File: src/rtl/mc_controller.sv
// -----------------------------------------------------------------------------
// mc_controller
//
// Control FSM for the multicycle MIPS datapath. Decodes opcode/funct from the
// instruction register, sequences each instruction through its states and
// drives every datapath select and write strobe. Handshakes with a single
// shared instruction/data memory and halts on an illegal instruction or a
// memory timeout, reporting the cause.
//
// Parameters:
//   MEM_TIMEOUT   max cycles a memory state may wait for mem_ready (0 = never)
//
// Optional build feature (macro MC_CONTROLLER_INSTRET_EN):
//   adds output instret[31:0], a count of retired instructions.
//
// Ports:
//   clk          clock
//   reset        synchronous active-low reset (0 = reset)
//   opcode       instr[31:26] from the instruction register
//   funct        instr[5:0] from the instruction register
//   zero         ALU zero flag
//   mem_ready    memory completes the current access this cycle
//   mem_req      memory access request
//   mem_write    write access (valid with mem_req)
//   i_or_d       memory address select: 0 = pc, 1 = alu_out
//   ir_write     load the instruction register
//   pc_en        load pc
//   pc_src       00 = alu result, 01 = alu_out (branch), 10 = jump target
//   alu_src_a    0 = pc, 1 = reg A
//   alu_src_b    00 = reg B, 01 = 4, 10 = sign_imm, 11 = sign_imm << 2
//   alu_control  010 add, 110 sub, 000 and, 001 or, 111 slt
//   reg_dst      register file write address: 0 = rt, 1 = rd
//   mem_to_reg   register file write data: 0 = alu_out, 1 = memory data
//   reg_write    register file write
//   halted       FSM is in HALT
//   halt_cause   00 none, 01 illegal opcode, 10 illegal funct, 11 mem timeout
//   state        current state encoding, for debug
//   instret      retired instruction count (MC_CONTROLLER_INSTRET_EN only)
// -----------------------------------------------------------------------------
module mc_controller #(
  parameter int unsigned MEM_TIMEOUT = 0
) (
  input  logic        clk,
  input  logic        reset,
  input  logic [5:0]  opcode,
  input  logic [5:0]  funct,
  input  logic        zero,
  input  logic        mem_ready,
  output logic        mem_req,
  output logic        mem_write,
  output logic        i_or_d,
  output logic        ir_write,
  output logic        pc_en,
  output logic [1:0]  pc_src,
  output logic        alu_src_a,
  output logic [1:0]  alu_src_b,
  output logic [2:0]  alu_control,
  output logic        reg_dst,
  output logic        mem_to_reg,
  output logic        reg_write,
  output logic        halted,
  output logic [1:0]  halt_cause,
  output logic [3:0]  state
`ifdef MC_CONTROLLER_INSTRET_EN
  ,
  output logic [31:0] instret
`endif
);

  typedef enum logic [3:0] {
    S_FETCH    = 4'd0,
    S_DECODE   = 4'd1,
    S_MEMADR   = 4'd2,
    S_MEMRD    = 4'd3,
    S_MEMWB    = 4'd4,
    S_MEMWR    = 4'd5,
    S_EXECUTE  = 4'd6,
    S_ALUWB    = 4'd7,
    S_BRANCH   = 4'd8,
    S_ADDIEXEC = 4'd9,
    S_ADDIWB   = 4'd10,
    S_JUMP     = 4'd11,
    S_HALT     = 4'd15
  } state_e;

  typedef enum logic [1:0] {
    CAUSE_NONE    = 2'b00,
    CAUSE_OPCODE  = 2'b01,
    CAUSE_FUNCT   = 2'b10,
    CAUSE_TIMEOUT = 2'b11
  } cause_e;

  localparam logic [5:0] OP_RTYPE = 6'b000000;
  localparam logic [5:0] OP_LW    = 6'b100011;
  localparam logic [5:0] OP_SW    = 6'b101011;
  localparam logic [5:0] OP_BEQ   = 6'b000100;
  localparam logic [5:0] OP_ADDI  = 6'b001000;
  localparam logic [5:0] OP_J     = 6'b000010;

  localparam logic [2:0] ALU_ADD = 3'b010;
  localparam logic [2:0] ALU_SUB = 3'b110;
  localparam logic [2:0] ALU_AND = 3'b000;
  localparam logic [2:0] ALU_OR  = 3'b001;
  localparam logic [2:0] ALU_SLT = 3'b111;

  // Wait-count value seen on the last permitted waiting cycle; a further miss
  // on that cycle exhausts the budget.
  localparam int unsigned TIMEOUT_LAST = (MEM_TIMEOUT == 0) ? 0 : MEM_TIMEOUT - 1;

  state_e      state_q, state_d;
  cause_e      cause_q, cause_d;
  logic [15:0] wait_q, wait_d;

  logic        mem_state;
  logic        mem_wait;
  logic        timeout_hit;
  logic        funct_legal;
  logic [2:0]  funct_alu;

  // {legal, alu_control} for an R-type funct; illegal codes fall back to add.
  function automatic logic [3:0] decode_funct(input logic [5:0] f);
    case (f)
      6'b100000: return {1'b1, ALU_ADD};
      6'b100010: return {1'b1, ALU_SUB};
      6'b100100: return {1'b1, ALU_AND};
      6'b100101: return {1'b1, ALU_OR};
      6'b101010: return {1'b1, ALU_SLT};
      default:   return {1'b0, ALU_ADD};
    endcase
  endfunction

  assign {funct_legal, funct_alu} = decode_funct(funct);

  assign mem_state   = (state_q == S_FETCH) || (state_q == S_MEMRD) || (state_q == S_MEMWR);
  assign mem_wait    = mem_state && !mem_ready;
  // mem_ready is excluded through mem_wait, so a completing access always wins.
  assign timeout_hit = (MEM_TIMEOUT != 0) && mem_wait && (wait_q == 16'(TIMEOUT_LAST));

  // Next-state logic
  always_comb begin
    // NOTE: every variable gets a default before the case so no path leaves
    // it unassigned; that is what keeps this block free of inferred latches.
    state_d = state_q;
    cause_d = cause_q;
    // Counts only while stalled in a memory state and clears otherwise, so it
    // is already zero on entry to FETCH, MEMRD or MEMWR. With MEM_TIMEOUT = 0
    // its value is never consulted, so a wrap is harmless.
    wait_d  = mem_wait ? wait_q + 16'd1 : 16'd0;

    case (state_q)
      S_FETCH: begin
        if (mem_ready) begin
          state_d = S_DECODE;
        end else if (timeout_hit) begin
          state_d = S_HALT;
          cause_d = CAUSE_TIMEOUT;
        end
      end
      S_DECODE: begin
        case (opcode)
          OP_LW, OP_SW: state_d = S_MEMADR;
          OP_RTYPE:     state_d = S_EXECUTE;
          OP_BEQ:       state_d = S_BRANCH;
          OP_ADDI:      state_d = S_ADDIEXEC;
          OP_J:         state_d = S_JUMP;
          default: begin
            state_d = S_HALT;
            cause_d = CAUSE_OPCODE;
          end
        endcase
      end
      S_MEMADR: state_d = (opcode == OP_SW) ? S_MEMWR : S_MEMRD;
      S_MEMRD: begin
        if (mem_ready) begin
          state_d = S_MEMWB;
        end else if (timeout_hit) begin
          state_d = S_HALT;
          cause_d = CAUSE_TIMEOUT;
        end
      end
      S_MEMWR: begin
        if (mem_ready) begin
          state_d = S_FETCH;
        end else if (timeout_hit) begin
          state_d = S_HALT;
          cause_d = CAUSE_TIMEOUT;
        end
      end
      S_EXECUTE: begin
        if (funct_legal) begin
          state_d = S_ALUWB;
        end else begin
          state_d = S_HALT;
          cause_d = CAUSE_FUNCT;
        end
      end
      S_MEMWB, S_ALUWB, S_BRANCH, S_ADDIWB, S_JUMP: state_d = S_FETCH;
      S_ADDIEXEC: state_d = S_ADDIWB;
      S_HALT:     state_d = S_HALT;
      default:    state_d = S_FETCH;  // unused encodings recover to FETCH
    endcase
  end

`ifdef MC_CONTROLLER_INSTRET_EN
  logic [31:0] instret_q;
  logic        retire;

  assign retire = (state_q == S_MEMWB)  || (state_q == S_ALUWB)  ||
                  (state_q == S_BRANCH) || (state_q == S_ADDIWB) ||
                  (state_q == S_JUMP)   || ((state_q == S_MEMWR) && mem_ready);
  assign instret = instret_q;
`endif

  always_ff @(posedge clk) begin
    // NOTE: state registers take non-blocking assignments only, and reset is
    // synchronous: it acts only when sampled low on a rising clock edge.
    if (!reset) begin
      state_q   <= S_FETCH;
      cause_q   <= CAUSE_NONE;
      wait_q    <= 16'd0;
`ifdef MC_CONTROLLER_INSTRET_EN
      instret_q <= 32'd0;
`endif
    end else begin
      state_q   <= state_d;
      cause_q   <= cause_d;
      wait_q    <= wait_d;
`ifdef MC_CONTROLLER_INSTRET_EN
      // Wraps naturally at 2^32; HALT never retires, so the count freezes there.
      if (retire) instret_q <= instret_q + 32'd1;
`endif
    end
  end

  // Moore outputs decoded from the current state. FETCH and BRANCH pass
  // mem_ready / zero straight through to their strobes.
  always_comb begin
    mem_req     = 1'b0;
    mem_write   = 1'b0;
    i_or_d      = 1'b0;
    ir_write    = 1'b0;
    pc_en       = 1'b0;
    pc_src      = 2'b00;
    alu_src_a   = 1'b0;
    alu_src_b   = 2'b00;
    alu_control = ALU_ADD;
    reg_dst     = 1'b0;
    mem_to_reg  = 1'b0;
    reg_write   = 1'b0;

    case (state_q)
      S_FETCH: begin
        mem_req   = 1'b1;
        alu_src_b = 2'b01;
        ir_write  = mem_ready;
        pc_en     = mem_ready;
      end
      S_DECODE: alu_src_b = 2'b11;  // branch target precomputed into alu_out
      S_MEMADR, S_ADDIEXEC: begin
        alu_src_a = 1'b1;
        alu_src_b = 2'b10;
      end
      S_MEMRD: begin
        mem_req = 1'b1;
        i_or_d  = 1'b1;
      end
      S_MEMWB: begin
        mem_to_reg = 1'b1;
        reg_write  = 1'b1;
      end
      S_MEMWR: begin
        mem_req   = 1'b1;
        mem_write = 1'b1;
        i_or_d    = 1'b1;
      end
      S_EXECUTE: begin
        alu_src_a   = 1'b1;
        alu_control = funct_alu;
      end
      S_ALUWB: begin
        reg_dst   = 1'b1;
        reg_write = 1'b1;
      end
      S_BRANCH: begin
        alu_src_a   = 1'b1;
        alu_control = ALU_SUB;
        pc_src      = 2'b01;
        pc_en       = zero;
      end
      S_ADDIWB: reg_write = 1'b1;
      S_JUMP: begin
        pc_src = 2'b10;
        pc_en  = 1'b1;
      end
      default: ;  // HALT and unused encodings: everything idle
    endcase

    // Reset low kills every strobe in the same cycle (an in-flight access is
    // dropped at once) and parks the selects at their FETCH values.
    if (!reset) begin
      mem_req     = 1'b0;
      mem_write   = 1'b0;
      ir_write    = 1'b0;
      pc_en       = 1'b0;
      reg_write   = 1'b0;
      i_or_d      = 1'b0;
      pc_src      = 2'b00;
      alu_src_a   = 1'b0;
      alu_src_b   = 2'b01;
      alu_control = ALU_ADD;
      reg_dst     = 1'b0;
      mem_to_reg  = 1'b0;
    end
  end

  assign halted     = (state_q == S_HALT);
  assign halt_cause = cause_q;
  assign state      = state_q;

endmodule

File: config.mk
export PLATFORM = sky130hd
export DESIGN_NAME = mc_controller
export DESIGN_NICKNAME = d
export VERILOG_FILES = /design/src/rtl/mc_controller.sv
export SDC_FILE = /design/constraint.sdc
export NUM_CORES = 1
export LEC_CHECK = 0
export ABC_AREA = 1
export CAP_MARGIN = 20
export CORE_AREA = 2 2 50 52
export CTS_CLUSTER_SIZE = 40
export DETAILED_ROUTE_END_ITERATION = 10
export DIE_AREA = 0 0 52 54
export PLACE_DENSITY = 0.7
export SETUP_SLACK_MARGIN = 0.05
export SYNTH_ARGS = -nofsm -noshare
export SYNTH_HDL_FRONTEND = slang
export SYNTH_SLANG_ARGS = --single-unit
File: constraint.sdc
create_clock -name clk -period 3.47 [get_ports clk]
set_input_delay 0.694 -clock clk [delete_from_list [all_inputs] [get_ports clk]]
set_output_delay 0.694 -clock clk [all_outputs]
set_load 0.005 [all_outputs]
==> reports/results.ini, run 1 <==
[run_status]
status = finished, final reports clean

[setup_path]
crit_arrival_ns = 2.36
r2r_start = state[1]$_SDFFE_PN0P_
path_cells = clkdlybuf4s50_1 > inv_1 > nor2_1 > nand2_1 > nor4_1 > a31oi_1 > nor2_1 > clkdlybuf4s50_1
r2r_setup_slack_ns = 2.06
cp_max_fo = 4
r2r_end = state[2]$_SDFFE_PN0P_
crit_family = buffers and inverters
slowest_stage = clkdlybuf4s50_1
required_ns = 2.78
reg2reg_depth = 10
cp.buffers_inverters = 3
end_kind = primary output
critPathMaxStageDelay_ns = 0.50
worst-setup-path-type = in2out
startpoint_type = input pin

[yosys]
synth-seq-cells = 6
avgSynthCellArea_um2 = 5.33
ys_warn_count = 0
synth.distinct_cells = 24
synth_cells = 144
synth_compound_area_frac = 0.145
netlist_area_um2 = 767
seq_area_frac_synth = 0.157
synthAdderAreaFrac = 0
synth_top_family_by_area = simple AND/OR/NAND/NOR gates
synth-xor-area-share = 0
synthMuxAreaShare = 0
synthSimpleGateAreaFrac = 0.533
syn_nets = 160

[die]
fp.dieW_um = 52
initial_utilization = 0.331
core_area_mm2 = 0.00232
die_y_um = 54
core.rowCount = 18
dieArea_mm2 = 0.00281
io_pins = 39

[hold_path]
hold_depth = 2
min-delay-start = halt_cause[1]$_SDFFE_PN0P_
min_to = halt_cause[1]$_SDFFE_PN0P_
holdCritPathClass = reg2reg

[grt]
grt_pass1_wl_um = 3880
antenna_found_initial = 0
grt_max_degree = 12
overflow = 0
grt_pass1_vias = 896
grt_use_total = 0.183

[timing]
hold_viol_final = 0
slew-limit-headroom = 0.804
tightest_slew_ns = 0.294
finalMaxSlewViolations = 0
finalSetupViolations = 0
fin_crit_sh = 0.881
finClkSkew_ns = 0.00933
tns_ns = 0
min_period_ns = 3.06
rsz0062_at_grt = no
worst_slack_ns = 0.411
timing.fmax_ghz = 0.327

[routing]
ant_nets = 0
vias = 985
drcViolationCount = 0
drtPass1Iterations = 4
drt-total-wl_um = 2270
drt_iter0_markers = 18
viasPerCell = 4.58
wl_per_cell_um = 10.6

[clock_tree]
clk_path_buf_depth = 2
cts.root.buffer_cell = clkbuf_4
clock_sink_count = 6
cts_setup_buffers = 0
clk_pin_slew_ns = 0.05
cts-resized-gates = 0
htree_levels = 1
cts_made_buffers = 3
clkLatencyLatePin_ns = 0.26
cts_tree = yes
ctsHoldBuffers = 0

[placed_design]
gp_congestion = 0.877
hpwl_um = 1900
io_buffers = 38
preCtsSetupSlack_ns = 0.414

[pwr]
power_leakage_uw = 0.000583
ir_drop_mv = 0.375
power_density_mw_per_mm2 = 582

[final_layout]
drive_above_1_share = 0.119
synthToLayoutAreaGrowth_pct = 57.9
final_common_cell = clkdlybuf4s50_1
antenna_cells = 0
multi_input_area_um2 = 520
nNetsFinal = 203
fill_cells = 245
final_cell_mix = 38 x clkdlybuf4s50_1, 31 x nand2_1, 31 x nor2_1, 24 x inv_1, 11 x nand3_1
seqCellArea_um2 = 120

[run]
cap_violations = 0

[cell usage after synthesis]
| cell | instances | area share |
|---|---|---|
| nor2_1 | 31 | 0.15 |
| o21ai_0 | 2 | 0.013 |
| nor3_1 | 1 | 0.0065 |
| o211ai_2 | 1 | 0.016 |
| dfxtp_1 | 6 | 0.16 |
| nor2_2 | 1 | 0.0082 |
| clkbuf_1 | 1 | 0.0049 |
| a21boi_1 | 1 | 0.0098 |
| nor2_4 | 4 | 0.059 |
| clkinv_1 | 1 | 0.0049 |
| nor4_1 | 1 | 0.0082 |
| nand2_2 | 4 | 0.033 |
| nand3b_1 | 1 | 0.0098 |
| nor2_8 | 1 | 0.026 |
| inv_2 | 6 | 0.029 |
| o22ai_1 | 1 | 0.0082 |
| o2111ai_1 | 1 | 0.011 |
| nand3_1 | 11 | 0.072 |
| nand4_1 | 1 | 0.0082 |
| inv_4 | 1 | 0.0082 |
| nand2_1 | 31 | 0.15 |
| inv_1 | 24 | 0.12 |
| a21oi_1 | 7 | 0.046 |
| a31oi_1 | 5 | 0.041 |
[layout make-up]
| cell class | instances | share of cell area |
|---|---|---|
| inverter | 32 | 0.101 |
| timing repair buffer | 39 | 0.320 |
| multi-input combinational | 105 | 0.430 |
| tap | 30 | 0.0310 |
| clock buffer | 3 | 0.0186 |
| sequential | 6 | 0.0992 |
[report_power, final]
group | switching (µW) | internal (µW) | total, µW
registers | 41.1 | 94.7 | 136
clock network | 29.9 | 39.5 | 69.4
logic | 262 | 237 | 499
total | 333 | 371 | 705
[per-layer routing]
layer / up-vias / global-route usage / share of wire
met5: - / 0 / 0
met4: 0 / 0.0263 / 0.0062
met3: 2 / 0.0444 / 0.039
met2: 22 / 0.323 / 0.48
met1: 430 / 0.231 / 0.47
li1: 531 / - / -
[tightest hold or removal path: stages, from the launching register on]
cell,delay (ns)
dfxtp_1,0.33
a21oi_1,0.07
nor2_1,0.08
[kinds of logic (layout without fill, tap and decap cells)]
| logic type | count (synthesis) | after routing |
|---|---|---|
| buffers and inverters | 33 | 74 |
| AOI/OAI and AO/OA | 18 | 18 |
| and+or+nand+nor | 87 | 87 |
| DFF | 6 | 6 |
[how the worst max path moves through the flow]
stage / slack [ns] / endpoint / from / cells past startpoint
CTS: 0.41 / pc_en / reset / 5
finish: 0.41 / alu_control[0] / funct[5] / 8
global route: 0.26 / alu_control[0] / funct[5] / 8
detailed placement: 0.41 / alu_src_b[1] / reset / 5
global placement: 0.43 / alu_src_b[1] / reset / 5
floorplan: 1.49 / alu_control[0] / funct[5] / 6
[registers in the layout, indices dropped and copies added, names as in the netlist]
signal / count
halt_cause: 2
state: 4
[metrics by stage]
step / cell area (µm²) / instances / power, µW / hold WS [ns] / utilization
floorplan: 767 / 144 / 432 / 0.482 / -
global placement: 1190 / 212 / 633 / 0.510 / 0.512
detailed placement: 1190 / 212 / 638 / 0.496 / 0.512
CTS: 1210 / 215 / 712 / 0.514 / 0.522
global route: 1210 / 215 / 783 / 0.546 / 0.522
finish: 1210 / 215 / 705 / 0.511 / 0.522
No activity file was read; power rests on OpenSTA's default activity.
==> run 2, diff against run 1 <==
ABC_AREA = 0   (was 1)
ABC_CLOCK_PERIOD_IN_PS = 3470   (was unset)
CORE_AREA = 2 2 51 53   (was 2 2 50 52)
DIE_AREA = 0 0 53 55   (was 0 0 52 54)
PLACE_DENSITY = 0.69   (was 0.7)
SLEW_MARGIN = 10   (was unset)
==> reports/results.ini, run 2 <==
[placed_design]
gp_congestion = 0.836  ; -4.7%
io_buffers = 38  ; unchanged
preCtsSetupSlack_ns = 0.310  ; -0.104 ns
placed_area_mm2 = 0.00121  ; +2.2%
hpwl_um = 1940  ; +1.6%
place_inst = 185  ; -13%

[yosys]
netlist.area_leader.share = 0.150  ; -0.00707
synth-xor-area-share = 0.0218  ; +0.0218
netlist_area_um2 = 803  ; +4.7%
synthMuxAreaShare = 0.0389  ; +0.0389
synth.most_common_cell = nor2_1
async_flop_share = 0  ; unchanged
synth_top_cell_by_area = dfxtp_1
synth_cells = 122  ; -15%
synth-seq-cells = 6  ; unchanged
ys_top_cells_by_area = dfxtp_1 15%, nor2_1 7.9%, nand2_1 5.6%
ys.flop_type = dfxtp_1
syn_nets = 138  ; -14%
seq_area_frac_synth = 0.150  ; -0.00707
synthTopCellsByCount = 17 x nor2_1, 12 x nand2_1, 6 x dfxtp_1, 6 x o21ai_0
synthAdderAreaFrac = 0.0125  ; +0.0125
synthSimpleGateAreaFrac = 0.408  ; -0.125
ys_warn_count = 0  ; unchanged
synth.distinct_cells = 43  ; +79%
synth_edf_count = 0  ; unchanged
synth_top_family_by_area = simple AND/OR/NAND/NOR gates
avgSynthCellArea_um2 = 6.58  ; +24%
synth_compound_area_frac = 0.296  ; +0.151

[die]
initial_utilization = 0.340  ; +0.00905
io_pins = 39  ; unchanged
die_y_um = 55  ; +1.9%
core.rowCount = 18  ; unchanged
fp.dieW_um = 53  ; +1.9%
dieArea_mm2 = 0.00292  ; +3.8%
core_area_mm2 = 0.00236  ; +1.9%

[timing]
hold_viol_final = 0  ; unchanged
finalMaxSlewViolations = 0  ; unchanged
fin_crit_sh = 0.915  ; +0.0339
worst_slack_ns = 0.294  ; -0.118 ns
timing.fmax_ghz = 0.315  ; -3.7%
tns_ns = 0  ; unchanged
rsz0062_at_grt = no
slew-limit-headroom = 0.527  ; -0.277
finalSetupViolations = 0  ; unchanged
min_period_ns = 3.18  ; +0.118 ns
finClkSkew_ns = 0.00158  ; -0.00775 ns
tightest_slew_ns = 0.709  ; +0.415 ns

[setup_path]
r2r_end = state[2]$_SDFFE_PN0P_
end_kind = primary output
slowest_stage = clkdlybuf4s50_1
r2r_start = state[3]$_SDFFE_PN0P_
reg2reg_depth = 4  ; -6
required_ns = 2.78  ; about the same
cp_max_fo = 5  ; +1
cp.buffers_inverters = 2  ; -1
crit_arrival_ns = 2.48  ; +0.12 ns
r2r_setup_slack_ns = 1.72  ; -0.34 ns
crit_family = buffers and inverters
path_cells = clkdlybuf4s50_1 > or3b_2 > nor2_1 > a31oi_1 > nor2_1 > clkdlybuf4s50_1
critPathMaxStageDelay_ns = 0.53  ; +0.03 ns
worst-setup-path-type = in2out
startpoint_type = input pin

[grt]
grt_use_total = 0.190  ; +0.00676
antenna_found_initial = 0  ; unchanged
grt_pass1_vias = 947  ; +5.7%
grt_max_degree = 24  ; +12
overflow = 0  ; unchanged
grt_pass1_wl_um = 4180  ; +7.8%

[clock_tree]
ctsHoldBuffers = 0  ; unchanged
clk_path_buf_depth = 2  ; unchanged
cts-resized-gates = 0  ; unchanged
cts_setup_buffers = 0  ; unchanged
clock_sink_count = 6  ; unchanged
cts_made_buffers = 3  ; unchanged
htree_levels = 1  ; unchanged
cts_tree = yes
clkLatencyLatePin_ns = 0.25  ; about the same
clk_pin_slew_ns = 0.04  ; about the same
cts.root.buffer_cell = clkbuf_4

[final_layout]
final_cell_mix = 38 x clkdlybuf4s50_1, 17 x nor2_1, 12 x nand2_1, 6 x o21ai_0, 6 x dfxtp_1
drive_above_1_share = 0.0759  ; -0.0430
synthToLayoutAreaGrowth_pct = 54.1
fill_cells = 249  ; +1.6%
antenna_cells = 0  ; unchanged
final_common_cell = clkdlybuf4s50_1
largest_register_ffs = 4  ; unchanged
fin_cells = 188  ; -13%
nNetsFinal = 176  ; -13%
fin_area_mm2 = 0.00124  ; +2.2%

[run]
cap_violations = 0  ; unchanged

[routing]
ant_nets = 0  ; unchanged
vias = 1047  ; +6.3%
drt_iter0_markers = 22  ; +4
drcViolationCount = 0  ; unchanged
viasPerCell = 5.57  ; +22%
wl_per_cell_um = 13.4  ; +27%
drtPass1Iterations = 4  ; unchanged
drt-total-wl_um = 2510  ; +11%

[pwr]
power_density_mw_per_mm2 = 379  ; -35%
ir_drop_mv = 0.305  ; -19%
power_leakage_uw = 0.000482  ; -17%

[hold_path]
min_to = halt_cause[1]$_SDFFE_PN0P_
holdCritPathClass = reg2reg
min-delay-start = halt_cause[1]$_SDFFE_PN0P_
hold_depth = 2  ; unchanged

[run_status]
status = finished, final reports clean

[run 2: changes by cell type in the layout (fill, tap and decap cells not counted), sizes merged, moves of 3 or more]
cell    previous run  this run
o21a               0         4
nor3               1         5
o21ai              2         6
inv               31         4
nand2b             0         5
nor2              37        17
a21oi              7         4
nand2             35        12
nor2b              0         4
nand3             11         4
buf                1         5
[run 2: worst max path at each step]
stage / startpoint / to / slack (ns) / cells past startpoint
after global placement: funct[1] / alu_control[0] / 0.37 / 6
after floorplan: funct[5] / alu_control[1] / 1.32 / 3
after detailed placement: funct[1] / alu_control[0] / 0.31 / 6
after global routing: funct[1] / alu_control[0] / 0.19 / 6
final: funct[1] / alu_control[0] / 0.29 / 6
after CTS: funct[1] / alu_control[0] / 0.31 / 6
[run 2: per-layer routing]
layer | global-route usage | part of all wire | up-vias
met2 | 0.317 | 0.46 | 45
met3 | 0.0349 | 0.054 | 6
met1 | 0.262 | 0.47 | 478
met5 | 0 | 0 | -
li1 | - | - | 518
met4 | 0.0256 | 0.017 | 0
[run 2: cells by family (layout without fill, tap and decap cells)]
family,Yosys count,after routing
adders and majority gates,1,1
muxes,3,3
and+or+nand+nor,62,62
AOI/OAI and AO/OA,34,34
DFF,6,6
buffers and inverters,14,50
xor gates and xnor gates,2,2
[run 2: power by group]
group | switching, µW | total [µW] | internal, µW
Clock | 25.9 | 65.1 | 39.2
Combinational | 144 | 298 | 153
Sequential | 23.0 | 106 | 82.8
Total | 193 | 468 | 275
[run 2: stage by stage]
stage,hold slack [ns],power [µW],util
6_report,0.470,468,0.523
5_1_grt,0.490,510,0.523
4_1_cts,0.475,471,0.523
3_5_place_dp,0.463,403,0.514
3_3_place_gp,0.459,402,0.514
2_1_floorplan,0.458,277,-
[run 2: area by class of cell]
cell class / count / area, µm² / share of cell area
tap: 30 / 37.5 / 0.0303
sequential: 6 / 120 / 0.0971
inverter: 4 / 15.0 / 0.0121
timing repair buffer: 43 / 418 / 0.338
multi-input combinational: 102 / 624 / 0.505
clock buffer: 3 / 22.5 / 0.0182
[run 2: worst register-to-register path: cells and delay by family, from the launching register on]
kind,cells,cell delay [ns]
compound gates,3,0.62
simple gates,1,0.24
flops,1,0.77
